===== config.mk =====
export PLATFORM = sky130hd
export DESIGN_NAME = seg7_hex_scan_flat
export DESIGN_NICKNAME = d
export VERILOG_FILES = /design/src/rtl/seg7_hex_scan_if.sv /design/src/rtl/seg7_hex_scan.sv /design/src/flat_wrapper.sv
export SDC_FILE = /design/constraint.sdc
export NUM_CORES = 1
export LEC_CHECK = 0
export CORE_UTILIZATION = 50
export DETAILED_ROUTE_END_ITERATION = 12
export DONT_BUFFER_PORTS = 1
export GPL_TIMING_DRIVEN = 0
export PLACE_DENSITY = 0.76
export SYNTH_ARGS = -nofsm -noshare
export SYNTH_HDL_FRONTEND = slang
export SYNTH_SLANG_ARGS = --single-unit

===== constraint.sdc =====
create_clock -name clk -period 3.1 [get_ports clk]
set_input_delay 0.31 -clock clk [delete_from_list [all_inputs] [get_ports clk]]
set_output_delay 0.31 -clock clk [all_outputs]
set_load 0.02 [all_outputs]

===== src/rtl/seg7_hex_scan_if.sv =====
// Display-side bus of seg7_hex_scan: value/load/hold in, scanned digit drive out.
// The master is whatever feeds the count and reads the pins; the slave is the scanner.
interface seg7_hex_scan_if;
  logic [31:0] value;
  logic        load;
  logic        hold;
  logic [7:0]  an;
  logic [7:0]  seg;
  logic        frame_done;

  modport master (
    output value, load, hold,
    input  an, seg, frame_done
  );

  modport slave (
    input  value, load, hold,
    output an, seg, frame_done
  );
endinterface


===== src/rtl/seg7_hex_scan.sv =====
// Scans a 32-bit count onto an 8-digit common-anode hex display, swapping the shown
// value only on frame boundaries so one frame never mixes two counts.
module seg7_hex_scan #(
  parameter int unsigned SCAN_DIV = 100000,
  parameter bit          LZ_BLANK = 1'b1
) (
  input  logic            clk,
  input  logic            rst,
  seg7_hex_scan_if.slave  bus
);

  localparam int PW = (SCAN_DIV > 1) ? $clog2(SCAN_DIV) : 1;
  localparam logic [PW-1:0] LAST = PW'(SCAN_DIV - 1);

  logic [31:0]   r_shadow;
  logic [31:0]   r_pendVal;
  logic          r_pend;
  logic [PW-1:0] r_presc;
  logic [2:0]    r_idx;
  logic [7:0]    r_an;
  logic [7:0]    r_seg;
  logic          r_frameDone;

  logic          w_tick;
  logic          w_wrap;
  logic          w_accept;
  logic [31:0]   w_upper;
  logic          w_blank;
  logic [6:0]    w_dec;

  assign w_tick   = (r_presc == LAST);
  assign w_wrap   = w_tick && (r_idx == 3'd7);
  assign w_accept = bus.load && !bus.hold;

  // Shifting the current digit down to bit 0 gives both its nibble and the
  // "everything from here up is zero" test used for leading-zero blanking.
  assign w_upper  = r_shadow >> {r_idx, 2'b00};
  assign w_blank  = LZ_BLANK && (r_idx != 3'd0) && (w_upper == 32'd0);

  always_comb begin
    w_dec = 7'h7F;
    case (w_upper[3:0])
      4'h0: w_dec = 7'h40;
      4'h1: w_dec = 7'h79;
      4'h2: w_dec = 7'h24;
      4'h3: w_dec = 7'h30;
      4'h4: w_dec = 7'h19;
      4'h5: w_dec = 7'h12;
      4'h6: w_dec = 7'h02;
      4'h7: w_dec = 7'h78;
      4'h8: w_dec = 7'h00;
      4'h9: w_dec = 7'h10;
      4'hA: w_dec = 7'h08;
      4'hB: w_dec = 7'h03;
      4'hC: w_dec = 7'h46;
      4'hD: w_dec = 7'h21;
      4'hE: w_dec = 7'h06;
      4'hF: w_dec = 7'h0E;
      default: w_dec = 7'h7F;
    endcase
  end

  // A load landing exactly on the wrap bypasses the pending slot so the newest value wins.
  always_ff @(posedge clk) begin
    if (rst) begin
      r_shadow    <= 32'd0;
      r_pendVal   <= 32'd0;
      r_pend      <= 1'b0;
      r_presc     <= '0;
      r_idx       <= 3'd0;
      r_an        <= 8'hFF;
      r_seg       <= 8'hFF;
      r_frameDone <= 1'b0;
    end else begin
      if (w_tick) begin
        r_presc <= '0;
        r_idx   <= r_idx + 3'd1;
      end else begin
        r_presc <= r_presc + 1'b1;
      end

      r_frameDone <= w_wrap;

      if (w_accept) begin
        if (w_wrap) begin
          r_shadow <= bus.value;
          r_pend   <= 1'b0;
        end else begin
          r_pendVal <= bus.value;
          r_pend    <= 1'b1;
        end
      end else if (w_wrap && r_pend) begin
        r_shadow <= r_pendVal;
        r_pend   <= 1'b0;
      end

      r_an  <= ~(8'b1 << r_idx);
      r_seg <= w_blank ? 8'hFF : {1'b1, w_dec};
    end
  end

  assign bus.an         = r_an;
  assign bus.seg        = r_seg;
  assign bus.frame_done = r_frameDone;

endmodule


===== src/flat_wrapper.sv =====
// flat-port wrapper written by rule: the top's interface ports become plain ports
module seg7_hex_scan_flat 
#(
  parameter int unsigned SCAN_DIV = 100000,
  parameter bit          LZ_BLANK = 1'b1
)
  (clk, rst, bus_value, bus_load, bus_hold, bus_an, bus_seg, bus_frame_done);
  seg7_hex_scan_if bus_i ();
  input  logic clk;
  input  logic rst;
  input wire logic [$bits(bus_i.value)-1:0] bus_value;
  input wire logic [$bits(bus_i.load)-1:0] bus_load;
  input wire logic [$bits(bus_i.hold)-1:0] bus_hold;
  output wire logic [$bits(bus_i.an)-1:0] bus_an;
  output wire logic [$bits(bus_i.seg)-1:0] bus_seg;
  output wire logic [$bits(bus_i.frame_done)-1:0] bus_frame_done;
  assign bus_i.value = bus_value;
  assign bus_i.load = bus_load;
  assign bus_i.hold = bus_hold;
  assign bus_an = bus_i.an;
  assign bus_seg = bus_i.seg;
  assign bus_frame_done = bus_i.frame_done;
  seg7_hex_scan #(.SCAN_DIV(SCAN_DIV), .LZ_BLANK(LZ_BLANK)) u_core (.clk(clk), .rst(rst), .bus(bus_i));
endmodule

==> results by group <==
Routing
  • Per-cell routed wire length: 17.2 um
  • 1st-iter DRT viols: 237
  • Top routing layer in use: met4
  • Post-route ant nets: 0
  • Met3 WL: 518 um
  • Routed wire length: 10.8 mm
  • Pre-antenna DRT Iters: 4
  • Met2 wire length: 5.31 mm
  • Vias: 3,560
  • Drt drc: 0
  • Metal-1 WL: 4.85 mm
  • Vias per cell: 5.66

STA
  • Min Tclk post-route: 2.89 ns
  • Hold slack: 0.0941 ns
  • Clk_skew: 0.0147 ns
  • Final hold vios: 0
  • Unrepaired setup endpoints after global routing: no
  • Final setup margin: 0.213 ns
  • Peak Freq: 346 MHz
  • Tcrit/Tclk final: 93.1%
  • Max Slew Vio Count: 0
  • Worst Tran Pin Value: 0.999 ns
  • # setup viols final: 0
  • Max_slew headroom: 33.0%

Clocking
  • Clock Latency Late Sink: 0.36 ns
  • Clock slew seen by the registers of the worst setup and hold paths: 0.10 ns
  • CTS resizes: 3
  • CTS Hold Bufs: 0
  • Clock Sinks: 101
  • Htree depth: 3
  • CTS tree: built
  • Root buffer cell: clkbuf_8
  • Inserted Clock Buffers: 9
  • Post-CTS Repair Setup Buffers: 0
  • Clock Path Buffers: 2

Yosys
  • Compound-Gate Fraction of Synth Area: 12.6%
  • Synth top area share: 41.8%
  • Post-synthesis instance total: 485
  • Synthesis-stage register bit count: 101
  • Synth top area cells: dfxtp_1, mux2i_1, nor2_1, a211oi_2, mux4_2
  • Cell taking the most area after synthesis: dfxtp_1
  • Yosys warnings: 0
  • Syn Area/Cell: 9.97 sq um
  • Post-synthesis adder-cell area fraction: 3.11%
  • Synthesized Nets: 533
  • Post-Synth XOR/XNOR Area: 3.08%
  • Ys flop type: dfxtp_1
  • Largest family of logic cells by synthesized area: multiplexers
  • Sequential fraction of the synthesis area: 41.8%
  • Number of enable flip-flop cells after synthesis: 0
  • Post-synthesis mux area share: 19.6%
  • Simple-gate share of the synthesized area: 15.7%
  • Unique masters post-synth: 48
  • Synthesized area: 4830 sq um
  • Async SR Flop Fraction: 0%

Floorplan
  • Core area: 9280 sq um
  • Num rows: 35
  • Die height: 100 um
  • Die W: 100 um
  • Num ports: 53
  • Initial Util: 52.1%
  • Overall die area: 10,100 sq um

Worst setup path
  • Data required time of the critical path: 3.30 ns
  • Crit start category: flip-flop
  • CP most frequent cell: clkbuf_4
  • CP max FO: 10
  • R2R setup slack: 0.21 ns
  • Kind of critical path: flip-flop to flip-flop
  • Crit path max-delay family: multiplexers
  • CP max stage delay: 0.57 ns
  • Critical-path cell list: clkbuf_4 > clkbuf_4 > mux4_2 > mux2i_4 > inv_1 > ha_1 > or3_1 > o21ai_0 > o22ai_1
  • Slowest cell on the critical path: mux4_2
  • CP endpoint kind: flip-flop
  • Worst EP arrival: 3.09 ns
  • WP buf/inv: 3

Global routing
  • First-pass GRT wire length: 17.6 mm
  • Largest net degree at the start of global routing: 18
  • Initial antenna violation count: 0
  • Number of global-route vias before repair: 3,572
  • GRT overflow: 0
  • Gr usage total: 22.3%

Placement
  • Number of buffers added on ports: 0
  • Post-place setup slack: -0.223 ns
  • HPWL after DPL: 8.09 mm
  • Placed cells: 614
  • RD Place Congestion: 0.894

Power
  • Pwr Density: 447 nW/um^2
  • Leakage: 0.00184 uW
  • Peak supply drop: 0.000275 V
  • Tot Pwr: 2330 uW

Final layout
  • Share of cells above drive strength 1: 15.0%
  • NumNets Final: 544
  • Final instance count without filler cells: 629
  • Area Overhead vs Synth: 8.05%
  • N_diodes: 0

Status
  • Status: complete, no violations

Hold path
  • HP Class: primary input to flip-flop

Run
  • Max-cap check violation count: 0
through the flow:
step | cell area (sq um) | utilization (%) | TNS, ns
global placement | 5000 | 53.8 | -0.870
finish | 5220 | 56.3 | 0
global route | 5220 | 56.3 | 0
CTS | 5200 | 56.0 | 0
floorplan | 4830 | - | 0
detailed placement | 5000 | 53.8 | -1.37
routing by layer:
metal  global-route usage [%]  vias up
li1                         -     1742
met3                     3.97       13
met1                     28.0     1706
met2                     38.8       99
met5                        0        -
met4                     7.02        0
report_power, final:
part | internal [uW] | leakage (uW) | switching [uW] | total [uW]
Combinational | 55.9 | 0.000918 | 86.0 | 142
Clock | 383 | 0.0000993 | 461 | 844
Sequential | 1330 | 0.000821 | 21.0 | 1350
final cells by class:
class	count	area (sq um)
fill	846	4060
multi-input combinational	343	2640
sequential	101	2020
buffer	32	173
tap	129	161
clock buffer	10	128
clock inverter	5	67.6
inverter	9	33.8
worst register-to-register path, stage by stage, from the launching register on:
cell and delay (ns):
dfxtp_1 0.45, clkbuf_4 0.29, clkbuf_4 0.26, mux4_2 0.57
mux2i_4 0.23, inv_1 0.12, ha_1 0.26, or3_1 0.37
o21ai_0 0.08, o22ai_1 0.10
cells by family (layout without fill, tap and decap cells):
| kind of cell | count (synthesis) | in the layout |
|---|---|---|
| AO/OA/AOI/OAI | 64 | 64 |
| buffers and inverters | 41 | 56 |
| other | 1 | 1 |
| adder cells (fa/ha/maj) | 12 | 12 |
| flip-flops | 101 | 101 |
| AND/OR/NAND/NOR | 165 | 165 |
| XOR/XNOR | 17 | 17 |
| multiplexers | 84 | 84 |
sequential cells by signal, indices dropped and copies added, names as in the netlist:
register	cells
u_core.r_pend	1
u_core.bus.seg	7
u_core.r_pendVal	32
u_core.r_presc	17
u_core.r_idx	3
u_core.bus.an	8
u_core.bus.frame_done	1
u_core.r_shadow	32
cells in the mapped netlist, types with 5 or more instances:
library cell and n:
nor4_1 12, mux2i_1 72, xnor2_1 8, o21ai_0 9, inv_1 7, dfxtp_1 101
clkbuf_1 19, xor2_1 9, ha_1 12, nor3_1 7, a211oi_1 8, nand2_1 15
buf_2 5, a211oi_2 28, mux4_2 8, nor2_1 99, nand3_1 11
layout by cell type (no fill, tap or decap), types with 9 or more instances in the layout:
cell type and instances:
mux2i_1 70, clkbuf_1 18, a211oi_2 28, nor4_1 12, ha_1 12, xor2_1 9
clkbuf_8 9, nand3_1 11, nand2_1 15, nor2_1 99, dfxtp_1 101, o21ai_0 9
path summary, 6_finish.rpt:
path	from	end	depth (start not counted)
setup reg to reg	u_core.r_idx[0]	u_core.bus.seg[0]	9
hold / removal	bus_value[7]	u_core.r_pendVal[7]	2
hold reg to reg	u_core.r_presc[0]	u_core.r_presc[0]	1
setup / recovery	u_core.r_idx[0]	u_core.bus.seg[0]	9
Note: power is estimated with default switching activity, not from simulation.
==> RTL edit: new RTL, config.mk and constraints unchanged <==
`LZ_BLANK` is set to 1'b1 in 2 places; all go to 1'b0.
--- a/src/rtl/seg7_hex_scan.sv
+++ b/src/rtl/seg7_hex_scan.sv
@@ -2,7 +2,7 @@
 // value only on frame boundaries so one frame never mixes two counts.
 module seg7_hex_scan #(
   parameter int unsigned SCAN_DIV = 100000,
-  parameter bit          LZ_BLANK = 1'b1
+  parameter bit          LZ_BLANK = 1'b0
 ) (
   input  logic            clk,
   input  logic            rst,
--- a/src/flat_wrapper.sv
+++ b/src/flat_wrapper.sv
@@ -2,7 +2,7 @@
 module seg7_hex_scan_flat 
 #(
   parameter int unsigned SCAN_DIV = 100000,
-  parameter bit          LZ_BLANK = 1'b1
+  parameter bit          LZ_BLANK = 1'b0
 )
   (clk, rst, bus_value, bus_load, bus_hold, bus_an, bus_seg, bus_frame_done);
   seg7_hex_scan_if bus_i ();
Check against the original RTL: same outputs for any inputs over 10 cycles, from zero or initial values and one cycle with rst high; that may be too few to reach the edited logic, so the function may still have changed.
==> RTL edit against the unedited design <==
The run now ends with design-rule violations left. Sequential power barely moved. Count of clock-buffer cells in the layout fell by 1. Clock power up 13%. Sequential share of layout area up 1.9 points. Sequential cell count unchanged. Cell area decreased by 4.7%. Synthesized area fell by 4.6%. Synthesized cell count fell by 7.4%. Worst setup slack better by 5.7 ps. Routed wire length decreased by 13%. Combinational power barely moved. Total power up 4.7%.
==> RTL edit: results (changes against the unedited design) <==
synth:
  ys_types: 49  # +2.1%
  yosys-top-cells-area: "dfxtp_1 44%, mux2i_1 15%, a211oi_2 7.6%"
  ys_seq_area_frac: 0.438  # +0.0202
  synth_common_cells: "101 x dfxtp_1, 93 x nor2_1, 70 x mux2i_1, 28 x a211oi_2, 13 x clkbuf_1"
  syn_nets: 497  # -6.8%
power:
  internal_power_mw: 1.85  # +4.8%
  peakVddDrop_mv: 0.250  # -9.2%
  power_leakage_nw: 1.79  # -2.9%
clocking:
  ctsResizeCount: 0  # -3
detailed_routing:
  drt_iter0_markers: 125  # -47%
  drc: 5  # +5
  via_per_inst: 5.64  # -0.34%
  wl_per_cell_um: 16.5  # -4.0%
  drt_first_pass_iters: 8  # +4
  wirelength_um: 9460  # -13%
final_layout:
  antenna_cells: 0  # unchanged
  nFillCells: 762  # -9.9%
  layout.nets: 508  # -6.6%
sta:
  fin_crit_sh: 0.929  # -0.00183
  slew_headroom: 0.460  # +0.130
  hold_slack_ps: 87.9  # -6.25 ps
  fin_skew_ps: 10.3  # -4.44 ps
place:
  place_ws_ps: 260  # +483 ps
  routabilityCongestion: 0.904  # +1.2%
  dpl_cell_area_um2: 4750  # -5.0%
  hpwl_um: 7000  # -14%
global_route:
  grt_pass1_vias: 3191  # -11%
  grt_max_degree: 19  # +1
min_path:
  hp-start: "bus_value[6]"
  hold_path_end: "u_core.r_pendVal[6]"
outcome:
  status: "complete, but fails checks"
  violations: "design-rule violations"
worst_setup_path:
  reg2reg_to: "u_core.bus.seg[6]"
  cpPeakStageDelay_ps: 540  # -30 ps
  arrival_ps: 3140  # +50 ps
-- RTL edit: logic make-up after synthesis --
family / Yosys count / synth area share
buf+inv: 40 / 0.0440
compound gates: 56 / 0.122
mux: 79 / 0.189
flops: 101 / 0.438
other cells: 1 / 0.000813
xor+xnor: 17 / 0.0323
simple gates: 143 / 0.141
fa+ha+maj: 12 / 0.0326
-- RTL edit: power groups by stage --
stage	registers, mW	clock network, mW	logic (mW)
2_1_floorplan	1.37	0	0.114
3_3_place_gp	1.38	0	0.139
3_5_place_dp	1.38	0	0.142
4_1_cts	1.35	0.962	0.143
5_1_grt	1.35	1.02	0.155
6_report	1.35	0.952	0.142
-- RTL edit: layout make-up --
| class | count | area [um2] | area share |
|---|---|---|---|
| Buffer | 29 | 161 | 0.0324 |
| Multi-Input combinational cell | 308 | 2390 | 0.480 |
| Clock buffer | 9 | 124 | 0.0249 |
| Tap cell | 108 | 135 | 0.0272 |
| Inverter | 11 | 41.3 | 0.00830 |
| Clock inverter | 7 | 105 | 0.0211 |
| Sequential cell | 101 | 2020 | 0.406 |
-- RTL edit: worst max path at each step --
stage	to	cells past startpoint
after floorplan	u_core.bus.seg[6]	9
after global placement	u_core.bus.seg[6]	9
after detailed placement	u_core.bus.seg[6]	9
after CTS	u_core.bus.seg[6]	9
after global routing	u_core.bus.seg[3]	9
final	u_core.bus.seg[6]	9
-- RTL edit: worst max-delay path, delay by kind of cell (launching register included) --
family	cells	cell delay [ps]
muxes	2	1020
DFF	1	520
buffers and inverters	3	470
AOI/OAI and AO/OA	2	460
adders and majority gates	1	230
and+or+nand+nor	1	80
-- RTL edit: per-layer routing --
layer,GRT usage,routed length [um]
met1,0.263,4280
met2,0.332,4410
met3,0.0573,637
met4,0.0711,132
met5,0,0
